File: config.mk
export PLATFORM = sky130hd
export DESIGN_NAME = sm_arbiter
export DESIGN_NICKNAME = d
export VERILOG_FILES = /design/src/rtl/sm_arbiter.sv
export SDC_FILE = /design/constraint.sdc
export NUM_CORES = 1
export LEC_CHECK = 0
export CAP_MARGIN = 30
export CORE_MARGIN = 2
export CORE_UTILIZATION = 49
export CTS_CLUSTER_SIZE = 10
export DETAILED_ROUTE_END_ITERATION = 6
export PLACE_DENSITY_LB_ADDON = 0.1
export SETUP_SLACK_MARGIN = 0.5
export SLEW_MARGIN = 30
export SYNTH_ARGS = -nofsm -noshare
export SYNTH_HDL_FRONTEND = slang
export SYNTH_SLANG_ARGS = --single-unit
File: constraint.sdc
create_clock -name clk -period 3 [get_ports clk]
set_clock_uncertainty 0.15 [all_clocks]
set_input_delay 0.75 -clock clk [delete_from_list [all_inputs] [get_ports clk]]
set_output_delay 0.75 -clock clk [all_outputs]
set_load 0.01 [all_outputs]
File: src/rtl/sm_arbiter.sv
// rtl/sm_arbiter.sv - two-port arbiter sharing one sequential multiplier, with watchdog abort
module sm_arbiter #(
    parameter int W       = 4,
    parameter int TIMEOUT = 31
) (
    input  logic           clk,
    input  logic           rst,
    input  logic           req0,
    input  logic           req1,
    input  logic [W-1:0]   a0,
    input  logic [W-1:0]   b0,
    input  logic [W-1:0]   a1,
    input  logic [W-1:0]   b1,
    output logic           ack0,
    output logic           ack1,
    output logic           done0,
    output logic           done1,
    output logic [2*W-1:0] product0,
    output logic [2*W-1:0] product1,
    output logic           err0,
    output logic           err1,
    output logic [W-1:0]   sm_md,
    output logic [W-1:0]   sm_mr,
    output logic           sm_start,
    output logic           sm_clr,
    input  logic           sm_done,
    input  logic [2*W-1:0] sm_product,
    output logic           busy
);

    typedef enum logic [1:0] {IDLE, START, WAIT, RESP} state_t;

    localparam logic [7:0] LIMIT = 8'(TIMEOUT);

    state_t     state;
    logic [7:0] cnt;
    logic       owner;
    logic       last;
    logic       pick1;
    logic       at_limit;

    // Tie goes to whoever was not served last.
    assign pick1    = req1 && !(req0 && last);
    // cnt counts WAIT cycles including the current one, so the abort lands after TIMEOUT WAIT cycles.
    assign at_limit = (cnt == LIMIT);
    assign sm_clr   = (state == WAIT) && at_limit && !sm_done;

    always_ff @(posedge clk or negedge rst) begin
        if (!rst) begin
            state    <= IDLE;
            cnt      <= 8'd0;
            owner    <= 1'b0;
            last     <= 1'b1;
            ack0     <= 1'b0;
            ack1     <= 1'b0;
            done0    <= 1'b0;
            done1    <= 1'b0;
            product0 <= '0;
            product1 <= '0;
            err0     <= 1'b0;
            err1     <= 1'b0;
            sm_md    <= '0;
            sm_mr    <= '0;
            sm_start <= 1'b0;
            busy     <= 1'b0;
        end else begin
            ack0     <= 1'b0;
            ack1     <= 1'b0;
            done0    <= 1'b0;
            done1    <= 1'b0;
            sm_start <= 1'b0;
            case (state)
                IDLE: begin
                    if (req0 || req1) begin
                        owner    <= pick1;
                        sm_md    <= pick1 ? a1 : a0;
                        sm_mr    <= pick1 ? b1 : b0;
                        ack0     <= !pick1;
                        ack1     <= pick1;
                        sm_start <= 1'b1;
                        busy     <= 1'b1;
                        state    <= START;
                    end
                end
                START: begin
                    cnt   <= 8'd1;
                    state <= WAIT;
                end
                WAIT: begin
                    if (sm_done || at_limit) begin
                        if (owner) begin
                            product1 <= sm_done ? sm_product : '0;
                            err1     <= !sm_done;
                            done1    <= 1'b1;
                        end else begin
                            product0 <= sm_done ? sm_product : '0;
                            err0     <= !sm_done;
                            done0    <= 1'b1;
                        end
                        state <= RESP;
                    end else begin
                        cnt <= cnt + 8'd1;
                    end
                end
                RESP: begin
                    last  <= owner;
                    busy  <= 1'b0;
                    state <= IDLE;
                end
                default: state <= IDLE;
            endcase
        end
    end

endmodule

# Word level (Yosys, flattened, before mapping)
# Index checks and enable logic that the tools add are counted.
[classes] n_eq_ne=7 addsub=1 mux=22 reduce_logical=18 bitwise=1
[op_table] operator="2-to-1 mux 8 bit" n=2
[op_table] operator="case mux 8 bit (2 select lines)" n=1
[op_table] operator="2-to-1 mux 1 bit" n=13
[op_table] operator="adder 8 x 1 -> 8 bit, second input constant" n=1
[op_table] operator="equality test 8 x 5 -> 1 bit, second input constant" n=1
[op_table] operator="2-to-1 mux 4 bit" n=2
[op_table] operator="case mux 2 bit (4 select lines)" n=1
[op_table] operator="AND reduction 2 bit" n=4
[op_table] operator="AND reduction 3 bit" n=2
[op_table] operator="equality test 2 bit, second input constant" n=2
[op_table] operator="logical AND 1 bit" n=4
[op_table] operator="2-to-1 mux 2 bit" n=2
[op_table] operator="inequality test 2 bit, second input constant" n=2
[op_table] operator="nonzero test 2 bit" n=2
[op_table] operator="zero test 1 bit" n=3
[op_table] operator="equality test 2 x 1 -> 1 bit, second input constant" n=1
[op_table] operator="zero test 2 bit" n=1
[op_table] operator="logical OR 1 bit" n=2
[op_table] operator="inequality test 2 x 1 -> 1 bit, second input constant" n=1
[op_table] operator="case mux 1 bit (2 select lines)" n=1
[op_table] operator="NOT 1 bit" n=1
[word_totals] reg_bits=44 out_inout_bits=33

# Logic depth before layout (Yosys ltp)
# Gate-level depths: netlist of run 1.
[depth] depth_word=6 depth_mapped=6

# Worst setup path before layout of run 1
# OpenSTA, ideal clock, no wires.
[synth_path] path_type="reg2out" from="register cnt[5]" to="output sm_clr" stages_incl_launch_ff=3 n_path_buf=0 setup_slack_ns=0.790 required_ns=2.100 arrival_time_ns=1.310 cell_sequence="dfrtp_1 or4b_4 nor3_1"
[synth_between] elab_chain_len=3
[synth_rtl] item="start: declaration" line_no="36" text="logic [7:0] cnt;"
[synth_rtl] item="start signal: assignment" line_no="102" text="cnt <= cnt + 8'd1;"
[synth_rtl] item="equality test 8 x 5 -> 1 bit" line_no="45" text="assign at_limit = (cnt == LIMIT);"
[synth_rtl] item="logical AND 1 bit (2 in a row)" line_no="46" text="assign sm_clr = (state == WAIT) && at_limit && !sm_done;"
[synth_rtl] item="end: declaration" line_no="25" text="output logic sm_clr,"
# No other way between the ends.

# Final worst setup path of run 1
[layout_path] from="register cnt[6]" to="output sm_clr"
# The elaborated chain is that of the path after synthesis.

==> reports/qor.yml, run 1 <==
post_synthesis_net_count: 198
tritoncts: "yes"
slew_violations: 0
route.detailed.drc: 0
start_util_pct: 51.9
synthesis.area_um2: 1930
hpwl_um: 3120
worstHoldPathType: "input pin to async pin"
peakVddDrop_mv: 0.476
headroom_to_the_max_slew_limit_pct: 52.9
num_vias: 1551
coreArea_um2: 3720
layout_worst_path_cycle_share_pct: 80.8
cp_data_arrival_time_ns: 1.52
synth_area_leaders: "sky130_fd_sc_hd__dfrtp_1 (56%), sky130_fd_sc_hd__a22o_1 (7.3%), sky130_fd_sc_hd__mux2i_1 (4.7%)"
grt_first_pass_wirelength_um: 6820
yosys.area.top_type: "sky130_fd_sc_hd__dfrtp_1"
max-clock-path-buffers: 2
p_total_uw: 2390
drt-total-wl_um: 4190
number_of_instances_in_the_synthesized_netlist: 163
layout.filler_cells: 274
grt-ovfl-total: 0
worst_reg2reg_path_depth: 7
crit_required_ns: 2.10
worst_skew_pair.late_latency_ns: 0.29
endpoint_kind: "primary output"
fin_tns_setup_ns: 0
antenna_cells_inserted: 0
cts-root-buf: "sky130_fd_sc_hd__clkbuf_8"
finalHoldViolations: 0
maxCapViolations: 0
postSynthRegisterBits: 44
yosysWarnings: 0
route.antenna.remaining_nets: 0
status: "finished clean"
crit_path_max_fanout: 5
htree_num_levels: 2
pin_count_of_the_biggest_net_entering_global_routing: 45
place.gp.congestion: 0.820
grt_antenna_before_repair: 0
gr-usage-all-layers_pct: 20.7
p_leak_uw: 0.00123
pin_slew_with_the_least_headroom_to_its_limit_ns: 0.701
synth.top_cell.area_share_pct: 55.8
detail_route.wl_per_cell_um: 14.9
clk_transition_reported_paths_ns: 0.08
synth_sequential_area_ratio_pct: 57.2
post_synth_num_cell_types: 41
floorplan.die.width_um: 66.7
synth_area_per_cell_um2: 11.8
drive_above_1_share_pct: 13.4
number_of_iterations_in_the_first_detailed_routing_pass: 4
core.rowCount: 22
area.growth.synth_to_final_pct: 41.1
vias_per_cell: 5.54
powerDensity_nw_per_um2: 880
design.die.area_um2: 4450
fp.dieH_um: 66.7
fmax_mhz: 413
dr.first_iter.drc_count: 102
portBuffers: 61
ios: 62
cts-buffers-inserted: 5
grt_setup_unrepaired: "true"
criticalPathCategory: "flip-flop to primary output"
timing.final.setup_violations: 0
vias_in_the_first_global_route: 1484
clock_sink_count: 44
nNetsFinal: 266
final.min_clock_period_ns: 2.42
crit_path_start_kind: "flip-flop"
==> cell families after synthesis <==
family,count (synthesis),share of synthesized area [%]
and+or+nand+nor,49,14.3
AOI/OAI and AO/OA,42,16.7
DFF,44,57.2
buffers and inverters,11,2.14
muxes,11,5.84
adders and majority gates,6,3.89
==> final timing paths <==
| check | to | slack [ns] | start |
|---|---|---|---|
| setup / recovery | sm_clr | 0.58 | cnt[6]$_DFFE_PN0P_ |
| hold / removal | sm_mr[1]$_DFFE_PN0P_ | 0.28 | rst |
| setup reg to reg | cnt[7]$_DFFE_PN0P_ | 0.71 | state[0]$_DFFE_PN0P_ |
| hold reg to reg | sm_mr[1]$_DFFE_PN0P_ | 0.33 | sm_mr[1]$_DFFE_PN0P_ |
| max in group asynchronous | last$_DFFE_PN1P_ | 2.05 | rst |
| min in group clk | sm_mr[1]$_DFFE_PN0P_ | 0.33 | sm_mr[1]$_DFFE_PN0P_ |
==> stage by stage <==
| step | utilization, % | hold slack, ns | instance area [um^2] | setup WS (ns) | instances |
|---|---|---|---|---|---|
| 6_report | 73.2 | 0.281 | 2720 | 0.576 | 280 |
| 5_1_grt | 73.2 | 0.309 | 2720 | 0.487 | 280 |
| 4_1_cts | 73.0 | 0.342 | 2710 | 0.514 | 280 |
| 3_5_place_dp | 70.1 | 0.325 | 2610 | 0.0742 | 271 |
| 3_3_place_gp | 70.1 | 0.311 | 2610 | 0.0737 | 271 |
| 2_1_floorplan | - | 0.304 | 1930 | 0.790 | 163 |
==> final cells by class <==
cell class | instances | area (um^2) | share of cell area [%]
clock buffer | 5 | 68.8 | 2.53
inverter | 6 | 22.5 | 0.828
sequential | 44 | 1100 | 40.5
timing repair buffer | 66 | 639 | 23.5
tap | 48 | 60.1 | 2.21
clock inverter | 3 | 23.8 | 0.874
multi-input combinational | 108 | 805 | 29.6
==> layout by cell type, fill, tap and decap left out, types with 2 or more instances in the layout <==
cell type,n
sky130_fd_sc_hd__clkdlybuf4s50_1,58
sky130_fd_sc_hd__mux2_2,2
sky130_fd_sc_hd__inv_1,6
sky130_fd_sc_hd__nor3_1,4
sky130_fd_sc_hd__a22o_1,16
sky130_fd_sc_hd__dfrtp_1,43
sky130_fd_sc_hd__clkinvlp_4,2
sky130_fd_sc_hd__nand2_1,12
sky130_fd_sc_hd__a21oi_1,3
sky130_fd_sc_hd__nor2b_1,4
sky130_fd_sc_hd__nor2_1,6
sky130_fd_sc_hd__mux2i_1,9
sky130_fd_sc_hd__buf_4,6
sky130_fd_sc_hd__ha_1,6
sky130_fd_sc_hd__a31oi_1,2
sky130_fd_sc_hd__o21ai_0,8
sky130_fd_sc_hd__and3_1,3
sky130_fd_sc_hd__and2_1,2
sky130_fd_sc_hd__clkbuf_8,5
sky130_fd_sc_hd__nand3_1,4
sky130_fd_sc_hd__o21ai_1,2
==> report_power, final <==
group / switching (uW) / total [uW] / internal [uW] / leakage (uW)
clock network: 202 / 367 / 165 / 0.0000404
logic: 453 / 1060 / 604 / 0.000627
registers: 145 / 970 / 825 / 0.000560
total: 800 / 2390 / 1590 / 0.00123
==> synthesized netlist by cell type <==
cell type,n
sky130_fd_sc_hd__o211ai_2,1
sky130_fd_sc_hd__dfrtp_1,43
sky130_fd_sc_hd__or4b_2,1
sky130_fd_sc_hd__inv_1,6
sky130_fd_sc_hd__o32a_1,1
sky130_fd_sc_hd__nor2_4,1
sky130_fd_sc_hd__nand2_1,12
sky130_fd_sc_hd__nand3b_1,1
sky130_fd_sc_hd__and2_1,2
sky130_fd_sc_hd__and2_2,1
sky130_fd_sc_hd__mux2i_1,9
sky130_fd_sc_hd__a21o_1,1
sky130_fd_sc_hd__o21ai_2,1
sky130_fd_sc_hd__o22ai_1,1
sky130_fd_sc_hd__and3_1,3
sky130_fd_sc_hd__nand4_1,1
sky130_fd_sc_hd__a221o_2,1
sky130_fd_sc_hd__nor2b_1,5
sky130_fd_sc_hd__o211ai_1,1
sky130_fd_sc_hd__a21boi_0,1
sky130_fd_sc_hd__nand3_1,5
sky130_fd_sc_hd__or4b_4,1
sky130_fd_sc_hd__and4_1,1
sky130_fd_sc_hd__nand2b_1,2
sky130_fd_sc_hd__a31oi_1,2
sky130_fd_sc_hd__o21a_4,1
sky130_fd_sc_hd__nor3_1,5
sky130_fd_sc_hd__dfstp_2,1
sky130_fd_sc_hd__and4_2,1
sky130_fd_sc_hd__o21ai_0,8
sky130_fd_sc_hd__buf_1,1
sky130_fd_sc_hd__a22o_1,16
sky130_fd_sc_hd__a21oi_1,3
sky130_fd_sc_hd__a211o_1,1
sky130_fd_sc_hd__o21ai_1,2
sky130_fd_sc_hd__nor2_1,6
sky130_fd_sc_hd__clkbuf_1,4
sky130_fd_sc_hd__o22a_1,1
sky130_fd_sc_hd__mux2_2,2
sky130_fd_sc_hd__nor3b_1,1
sky130_fd_sc_hd__ha_1,6
==> state kept, by name, summed over array words and instances, names as in the netlist, 2 cells and up <==
signal,flops
state,2
cnt,8
product0,8
sm_md,4
product1,8
sm_mr,4
==> critical path: stages (launching register included) <==
cell and delay [ns]:
sky130_fd_sc_hd__dfrtp_1 0.43, sky130_fd_sc_hd__or4b_4 0.54, sky130_fd_sc_hd__nor3_2 0.11, sky130_fd_sc_hd__buf_2 0.15
==> layer usage <==
| layer | global-route usage (%) | vias to the layer above | share of wire [%] |
|---|---|---|---|
| met1 | 26.8 | 767 | 43 |
| met4 | 4.59 | 0 | 0.65 |
| met5 | 0 | - | 0 |
| met3 | 6.42 | 4 | 6.1 |
| li1 | - | 729 | - |
| met2 | 34.1 | 51 | 51 |
==> what timing repair did <==
action,CTS,global route
endpoints found under the setup margin,1,2
hold buffers,0,0
cloned,0,0
resized for setup,7,2
setup buffers,1,0
pin swaps,2,0
No activity file was read; power rests on OpenSTA's default activity.
==> run 2: changes to the inputs <==
--- a/config.mk
+++ b/config.mk
@@ -7,7 +7,7 @@
 export LEC_CHECK = 0
 export CAP_MARGIN = 30
 export CORE_MARGIN = 2
-export CORE_UTILIZATION = 49
+export CORE_UTILIZATION = 41
 export CTS_CLUSTER_SIZE = 10
 export DETAILED_ROUTE_END_ITERATION = 6
 export PLACE_DENSITY_LB_ADDON = 0.1
==> constraint.sdc (replaced) <==
create_clock -name clk -period 2 [get_ports clk]
set_clock_uncertainty 0.15 [all_clocks]
set_input_delay 0.5 -clock clk [delete_from_list [all_inputs] [get_ports clk]]
set_output_delay 0.5 -clock clk [all_outputs]
set_load 0.01 [all_outputs]
==> reports/qor.yml, run 2 (same netlist as run 1, synthesis figures left out) <==
headroom_to_the_max_slew_limit_pct: 72.4  # was 52.9%
area_after_dpl_um2: 2820  # was 2610 um^2
reg_top3: "cnt x8, product0 x8, product1 x8"  # unchanged
cts-root-buf: "sky130_fd_sc_hd__clkbuf_8"  # unchanged
number_of_iterations_in_the_first_detailed_routing_pass: 4  # unchanged
hpwl_um: 3360  # was 3120 um
drt-total-wl_um: 5220  # was 4190 um
final_cell_mix: "sky130_fd_sc_hd__dfrtp_1 (43), sky130_fd_sc_hd__buf_4 (41), sky130_fd_sc_hd__buf_2 (35)"  # was sky130_fd_sc_hd__clkdlybuf4s50_1 (58), sky130_fd_sc_hd__dfrtp_1 (43), sky130_fd_sc_hd__a22o_1 (16)
clk_transition_reported_paths_ns: 0.08  # about the same
vias_in_the_first_global_route: 1755  # was 1,484
crit_path_max_fanout: 2  # was 5
status: "complete, but fails checks"  # was finished clean
drive_above_1_share_pct: 45.3  # was 13.4%
layout_worst_path_cycle_share_pct: 106
worst_skew_pair.late_latency_ns: 0.28  # was 0.29 ns
endpoint_kind: "primary output"  # unchanged
portBuffers: 61  # unchanged
place.gp.congestion: 0.853  # was 0.820
peakVddDrop_mv: 0.802  # was 0.476 mV
max-clock-path-buffers: 2  # unchanged
grt_first_pass_wirelength_um: 8360  # was 6820 um
pin_count_of_the_biggest_net_entering_global_routing: 30  # was 45
layout.cell_area.non_filler_um2: 3140  # was 2720 um^2
design.die.area_um2: 5270  # was 4450 um^2
vias_per_cell: 5.23  # was 5.54
start_util_pct: 43.4  # was 51.9%
htree_num_levels: 2  # unchanged
cell_by_cell_trace_of_the_critical_path: "or4b_4 > nor3_2 > buf_2"  # unchanged
crit_path_start_kind: "flip-flop"  # unchanged
worst_path_largest_cell_delay_ns: 0.55  # was 0.54 ns
maxCapViolations: 0  # unchanged
grt_setup_unrepaired: "true"  # unchanged
final.min_clock_period_ns: 2.12
final_common_cell: "sky130_fd_sc_hd__dfrtp_1"  # was sky130_fd_sc_hd__clkdlybuf4s50_1
layout.cells.non_filler: 337  # was 280
timing.critical_path.slowest_stage_cell: "sky130_fd_sc_hd__or4b_4"  # unchanged
p_leak_uw: 0.00157  # was 0.00123 uW
clock_sink_count: 44  # unchanged
final.hold.worst_slack_ns: 0.340  # was 0.281 ns
placed_cells_incl_taps: 296  # was 271
fmax_mhz: 473
coreArea_um2: 4440  # was 3720 um^2
cp_data_arrival_time_ns: 1.47  # was 1.52 ns
powerDensity_nw_per_um2: 1300  # was 880 nW/um^2
detailedPlace.worstSlack_ns: -0.412  # was 0.0742 ns
crit_required_ns: 1.35  # was 2.10 ns
criticalPathCategory: "flip-flop to primary output"  # unchanged
ios: 62  # unchanged
post-route-worst-setup-slack_ns: -0.115  # was 0.576 ns
grt-ovfl-total: 0  # unchanged
core.rowCount: 24  # was 22
cts-buffers-inserted: 5  # unchanged
route.antenna.remaining_nets: 0  # unchanged
fin_tns_setup_ns: -1.31  # was 0 ns
multi_input_logic_area_um2: 925  # was 805 um^2
area.growth.synth_to_final_pct: 63.1  # was 41.1%
timing.final.setup_violations: 21  # was 0
route.detailed.drc: 0  # unchanged
layout.area.seq_um2: 1100  # unchanged
detail_route.wl_per_cell_um: 15.5  # was 14.9 um
nNetsFinal: 319  # was 266
grt_antenna_before_repair: 0  # unchanged
gr-usage-all-layers_pct: 20.4  # was 20.7%
antenna_cells_inserted: 0  # unchanged
fp.dieH_um: 72.6  # was 66.7 um
worstHoldPathType: "flip-flop to flip-flop"  # was input pin to async pin
slew_violations: 0  # unchanged
finalHoldViolations: 0  # unchanged
num_vias: 1763  # was 1,551
tritoncts: "yes"  # unchanged
dr.first_iter.drc_count: 95  # was 102
failed_checks: "negative setup slack"
layout.filler_cells: 322  # was 274
floorplan.die.width_um: 72.6  # was 66.7 um
pin_slew_with_the_least_headroom_to_its_limit_ns: 0.414  # was 0.701 ns
## run 2: cell types whose count changed in the layout (fill, tap and decap cells not counted), moves of 4 or more
cell | previous run | this run
sky130_fd_sc_hd__buf_6 | 0 | 13
sky130_fd_sc_hd__buf_4 | 6 | 41
sky130_fd_sc_hd__buf_2 | 1 | 35
sky130_fd_sc_hd__o21ai_0 | 8 | 4
sky130_fd_sc_hd__clkdlybuf4s50_1 | 58 | 25
## run 2: through the flow
stage / power (uW) / utilization (%)
floorplan: 2300 / -
global placement: 3210 / 63.5
detailed placement: 3280 / 63.5
CTS: 3990 / 69.1
global route: 4360 / 70.7
finish: 4080 / 70.7
## run 2: final timing paths
check                                     start                       to  slack (ns)  cells after the start
max                          cnt[7]$_DFFE_PN0P_                   sm_clr       -0.12                      3
min                        sm_md[2]$_DFFE_PN0P_     sm_md[2]$_DFFE_PN0P_        0.34                      2
max reg2reg                  cnt[7]$_DFFE_PN0P_  product1[4]$_DFFE_PN0P_       -0.09                      7
min reg2reg                sm_md[2]$_DFFE_PN0P_     sm_md[2]$_DFFE_PN0P_        0.34                      2
max in group asynchronous                   rst        owner$_DFFE_PN0P_        0.68                      3
min in group asynchronous                   rst  product0[0]$_DFFE_PN0P_        0.53                      2
## run 2: per-layer routing
layer  vias to the layer above  routed length, um  track usage [%]
met5                         -                  0                0
met4                         0                 54             5.76
met3                         6                229             3.45
met2                        49               2640             34.9
met1                       869               2300             26.8
li1                        839                  -                -
## run 2: power breakdown
part           switching (uW)  total (uW)  internal, uW
combinational             908        2000          1090
clock                     279         650           371
sequential                196        1430          1240
total                    1380        4080          2700
## run 2: critical path: cells and delay by family, from the launching register on
| kind | cells | cell delay (ns) |
|---|---|---|
| AND/OR/NAND/NOR | 2 | 0.66 |
| flip-flops | 1 | 0.38 |
| buffers and inverters | 1 | 0.15 |
## run 2: what timing repair did
item / CTS / global route
hold buffers: 1 / 0
pin swaps: 10 / 6
buffers inserted: 24 / 5
cloned: 3 / 0
setup endpoints to repair: 73 / 47
hold endpoints to repair: 14 / 0
resized for setup: 163 / 15
## run 2: final cells by class
class	instances	share of cell area [%]
clock inverters	2	1.11
multi-input cells	109	29.4
well taps	52	2.07
flip-flops and latches	44	35.1
inverters	6	0.796
repair buffers	118	29.2
clock buffers	6	2.31
==> run 3: changes to the inputs <==
--- a/config.mk
+++ b/config.mk
@@ -11,7 +11,7 @@
 export CTS_CLUSTER_SIZE = 10
 export DETAILED_ROUTE_END_ITERATION = 6
 export PLACE_DENSITY_LB_ADDON = 0.1
-export SETUP_SLACK_MARGIN = 0.5
+export SETUP_SLACK_MARGIN = 0.15
 export SLEW_MARGIN = 30
 export SYNTH_ARGS = -nofsm -noshare
 export SYNTH_HDL_FRONTEND = slang
==> reports/qor.yml, run 3 (same netlist as run 1, synthesis figures left out) <==
grt_first_pass_wirelength_um: 8310  # was 8360 um
maxCapViolations: 0  # unchanged
powerDensity_nw_per_um2: 1270  # was 1300 nW/um^2
portBuffers: 61  # unchanged
clock_sink_count: 44  # unchanged
max-clock-path-buffers: 2  # unchanged
cts-root-buf: "sky130_fd_sc_hd__clkbuf_8"  # unchanged
fmax_mhz: 471  # was 473 MHz
detail_route.wl_per_cell_um: 16.1  # was 15.5 um
peakVddDrop_mv: 0.648  # was 0.802 mV
place.gp.congestion: 0.797  # was 0.853
vias_per_cell: 5.24  # was 5.23
crit_path_start_kind: "flip-flop"  # unchanged
power.switching_uw: 1360  # was 1380 uW
pin_slew_with_the_least_headroom_to_its_limit_ns: 0.452  # was 0.414 ns
floorplan.die.width_um: 72.6  # unchanged
nNetsFinal: 301  # was 319
layout_worst_path_cycle_share_pct: 106  # about the same
route.detailed.drc: 0  # unchanged
finalHoldViolations: 0  # unchanged
gr-usage-all-layers_pct: 20.6  # was 20.4%
worst_reg2reg_path_depth: 6  # was 7
endpoint_kind: "primary output"  # unchanged
grt_setup_unrepaired: "true"  # unchanged
cp_data_arrival_time_ns: 1.47  # about the same
post-route-worst-setup-slack_ns: -0.125  # was -0.115 ns
r2r_end: "state[1]$_DFFE_PN0P_"  # was product1[4]$_DFFE_PN0P_
reg_top3: "cnt x8, product0 x8, product1 x8"  # unchanged
slew_violations: 0  # unchanged
vias_in_the_first_global_route: 1760  # was 1,755
grt_antenna_before_repair: 0  # unchanged
grt-ovfl-total: 0  # unchanged
swShare_pct: 34.1  # was 33.9%
final_cell_mix: "sky130_fd_sc_hd__dfrtp_1 (43), sky130_fd_sc_hd__buf_4 (32), sky130_fd_sc_hd__clkdlybuf4s50_1 (27)"  # was sky130_fd_sc_hd__dfrtp_1 (43), sky130_fd_sc_hd__buf_4 (41), sky130_fd_sc_hd__buf_2 (35)
clk_transition_reported_paths_ns: 0.08  # about the same
timing.final.setup_violations: 4  # was 21
cts-buffers-inserted: 5  # unchanged
htree_num_levels: 2  # unchanged
crit_path_max_fanout: 2  # unchanged
worst_skew_pair.late_latency_ns: 0.29  # was 0.28 ns
share_seq_of_total_power_pct: 36.3  # was 35.1%
headroom_to_the_max_slew_limit_pct: 69.9  # was 72.4%
route.antenna.remaining_nets: 0  # unchanged
hpwl_um: 3720  # was 3360 um
dr.first_iter.drc_count: 60  # was 95
fp.dieH_um: 72.6  # unchanged
worstHoldPathCells: 2  # unchanged
coreArea_um2: 4440  # unchanged
hold_path_end: "sm_mr[2]$_DFFE_PN0P_"  # was sm_md[2]$_DFFE_PN0P_
worstHoldPathType: "flip-flop to flip-flop"  # unchanged
layout.filler_cells: 327  # was 322
drive_above_1_share_pct: 26.6  # was 45.3%
drt-total-wl_um: 5150  # was 5220 um
tritoncts: "yes"  # unchanged
crit_required_ns: 1.35  # about the same
ios: 62  # unchanged
power_report.internal_total_uw: 2620  # was 2700 uW
crit-reg2reg-launch: "cnt[7]$_DFFE_PN0P_"  # unchanged
antenna_cells_inserted: 0  # unchanged
criticalPathCategory: "flip-flop to primary output"  # unchanged
final_common_cell: "sky130_fd_sc_hd__dfrtp_1"  # unchanged
layout.cell_area.non_filler_um2: 3130  # was 3140 um^2
pin_count_of_the_biggest_net_entering_global_routing: 28  # was 30
number_of_iterations_in_the_first_detailed_routing_pass: 4  # unchanged
worst_hold_start: "sm_mr[2]$_DFFE_PN0P_"  # was sm_md[2]$_DFFE_PN0P_
p_leak_uw: 0.00167  # was 0.00157 uW
start_util_pct: 43.4  # unchanged
reg2reg_slack_ns: -0.12  # was -0.09 ns
area.growth.synth_to_final_pct: 62.6  # was 63.1%
fin_tns_setup_ns: -0.285  # was -1.31 ns
num_vias: 1671  # was 1,763
failed_checks: "negative setup slack"  # unchanged
final.min_clock_period_ns: 2.12  # about the same
status: "complete, but fails checks"  # unchanged
core.rowCount: 24  # unchanged
design.die.area_um2: 5270  # unchanged
share_of_total_power_in_the_clock_network_pct: 17.3  # was 15.9%
power_frac_comb_pct: 46.4  # was 49.0%
area_after_dpl_um2: 2880  # was 2820 um^2
==> run 3: cell count changes in the layout (fill, tap and decap cells not counted), moves of 4 or more <==
| cell | before | now |
|---|---|---|
| sky130_fd_sc_hd__dlymetal6s2s_1 | 0 | 12 |
| sky130_fd_sc_hd__buf_6 | 13 | 3 |
| sky130_fd_sc_hd__dlygate4sd2_1 | 0 | 20 |
| sky130_fd_sc_hd__buf_2 | 35 | 2 |
| sky130_fd_sc_hd__buf_4 | 41 | 32 |
| sky130_fd_sc_hd__o21ai_0 | 4 | 8 |
==> run 3: area by class of cell <==
cell class	instances	area [um^2]	area share [%]
Clock inverter	3	46.3	1.48
Tap cell	52	65.1	2.08
Sequential cell	44	1100	35.2
Clock buffer	5	68.8	2.20
Timing Repair Buffer	100	950	30.3
Multi-Input combinational cell	109	880	28.1
Inverter	6	22.5	0.719
==> run 3: critical path: stages (launching register included) <==
cell                      delay [ns]
sky130_fd_sc_hd__dfrtp_1        0.38
sky130_fd_sc_hd__or4b_4         0.56
sky130_fd_sc_hd__nor3_2         0.10
sky130_fd_sc_hd__buf_2          0.14
==> run 3: metal layers <==
metal,vias to the layer above,global-route usage (%),wire length (um)
met5,-,0,0
met4,0,5.76,19
met3,2,4.83,247
met2,48,34.8,2590
met1,818,26.4,2300
li1,803,-,-
==> run 3: through the flow <==
stage / hold WS, ns / total power (uW) / setup slack [ns] / instances / utilization, %
after CTS: 0.340 / 3980 / -0.152 / 316 / 68.7
final: 0.338 / 3980 / -0.125 / 319 / 70.5
after floorplan: 0.0544 / 2260 / 0.102 / 163 / -
after global placement: 0.311 / 3260 / -0.376 / 303 / 64.7
after detailed placement: 0.321 / 3350 / -0.403 / 303 / 64.7
after global routing: 0.377 / 4230 / -0.184 / 319 / 70.5
==> run 3: worst max-delay path by stage <==
stage | from | end | slack [ns]
6_report | cnt[7]$_DFFE_PN0P_ | sm_clr | -0.12
5_1_grt | cnt[7]$_DFFE_PN0P_ | sm_clr | -0.18
4_1_cts | cnt[5]$_DFFE_PN0P_ | sm_clr | -0.15
3_5_place_dp | sm_done | sm_clr | -0.40
3_3_place_gp | sm_done | sm_clr | -0.38
2_1_floorplan | cnt[0]$_DFFE_PN0P_ | cnt[7]$_DFFE_PN0P_ | 0.10
==> run 3: power by group through the flow <==
stage | Clock, uW | Combinational (uW) | Sequential [uW]
3_3_place_gp | 0 | 1840 | 1430
5_1_grt | 746 | 2000 | 1490
4_1_cts | 703 | 1840 | 1440
3_5_place_dp | 0 | 1900 | 1450
2_1_floorplan | 0 | 689 | 1570
6_report | 687 | 1850 | 1440
==> run 3: repair_timing <==
action                     in CTS  in global routing
hold buffers                    1                  0
resized for setup              34                 18
setup endpoints to repair      45                 40
hold endpoints to repair       15                  0
pin swaps                       2                  6
gates cloned                    1                  0
setup buffers                   3                  3
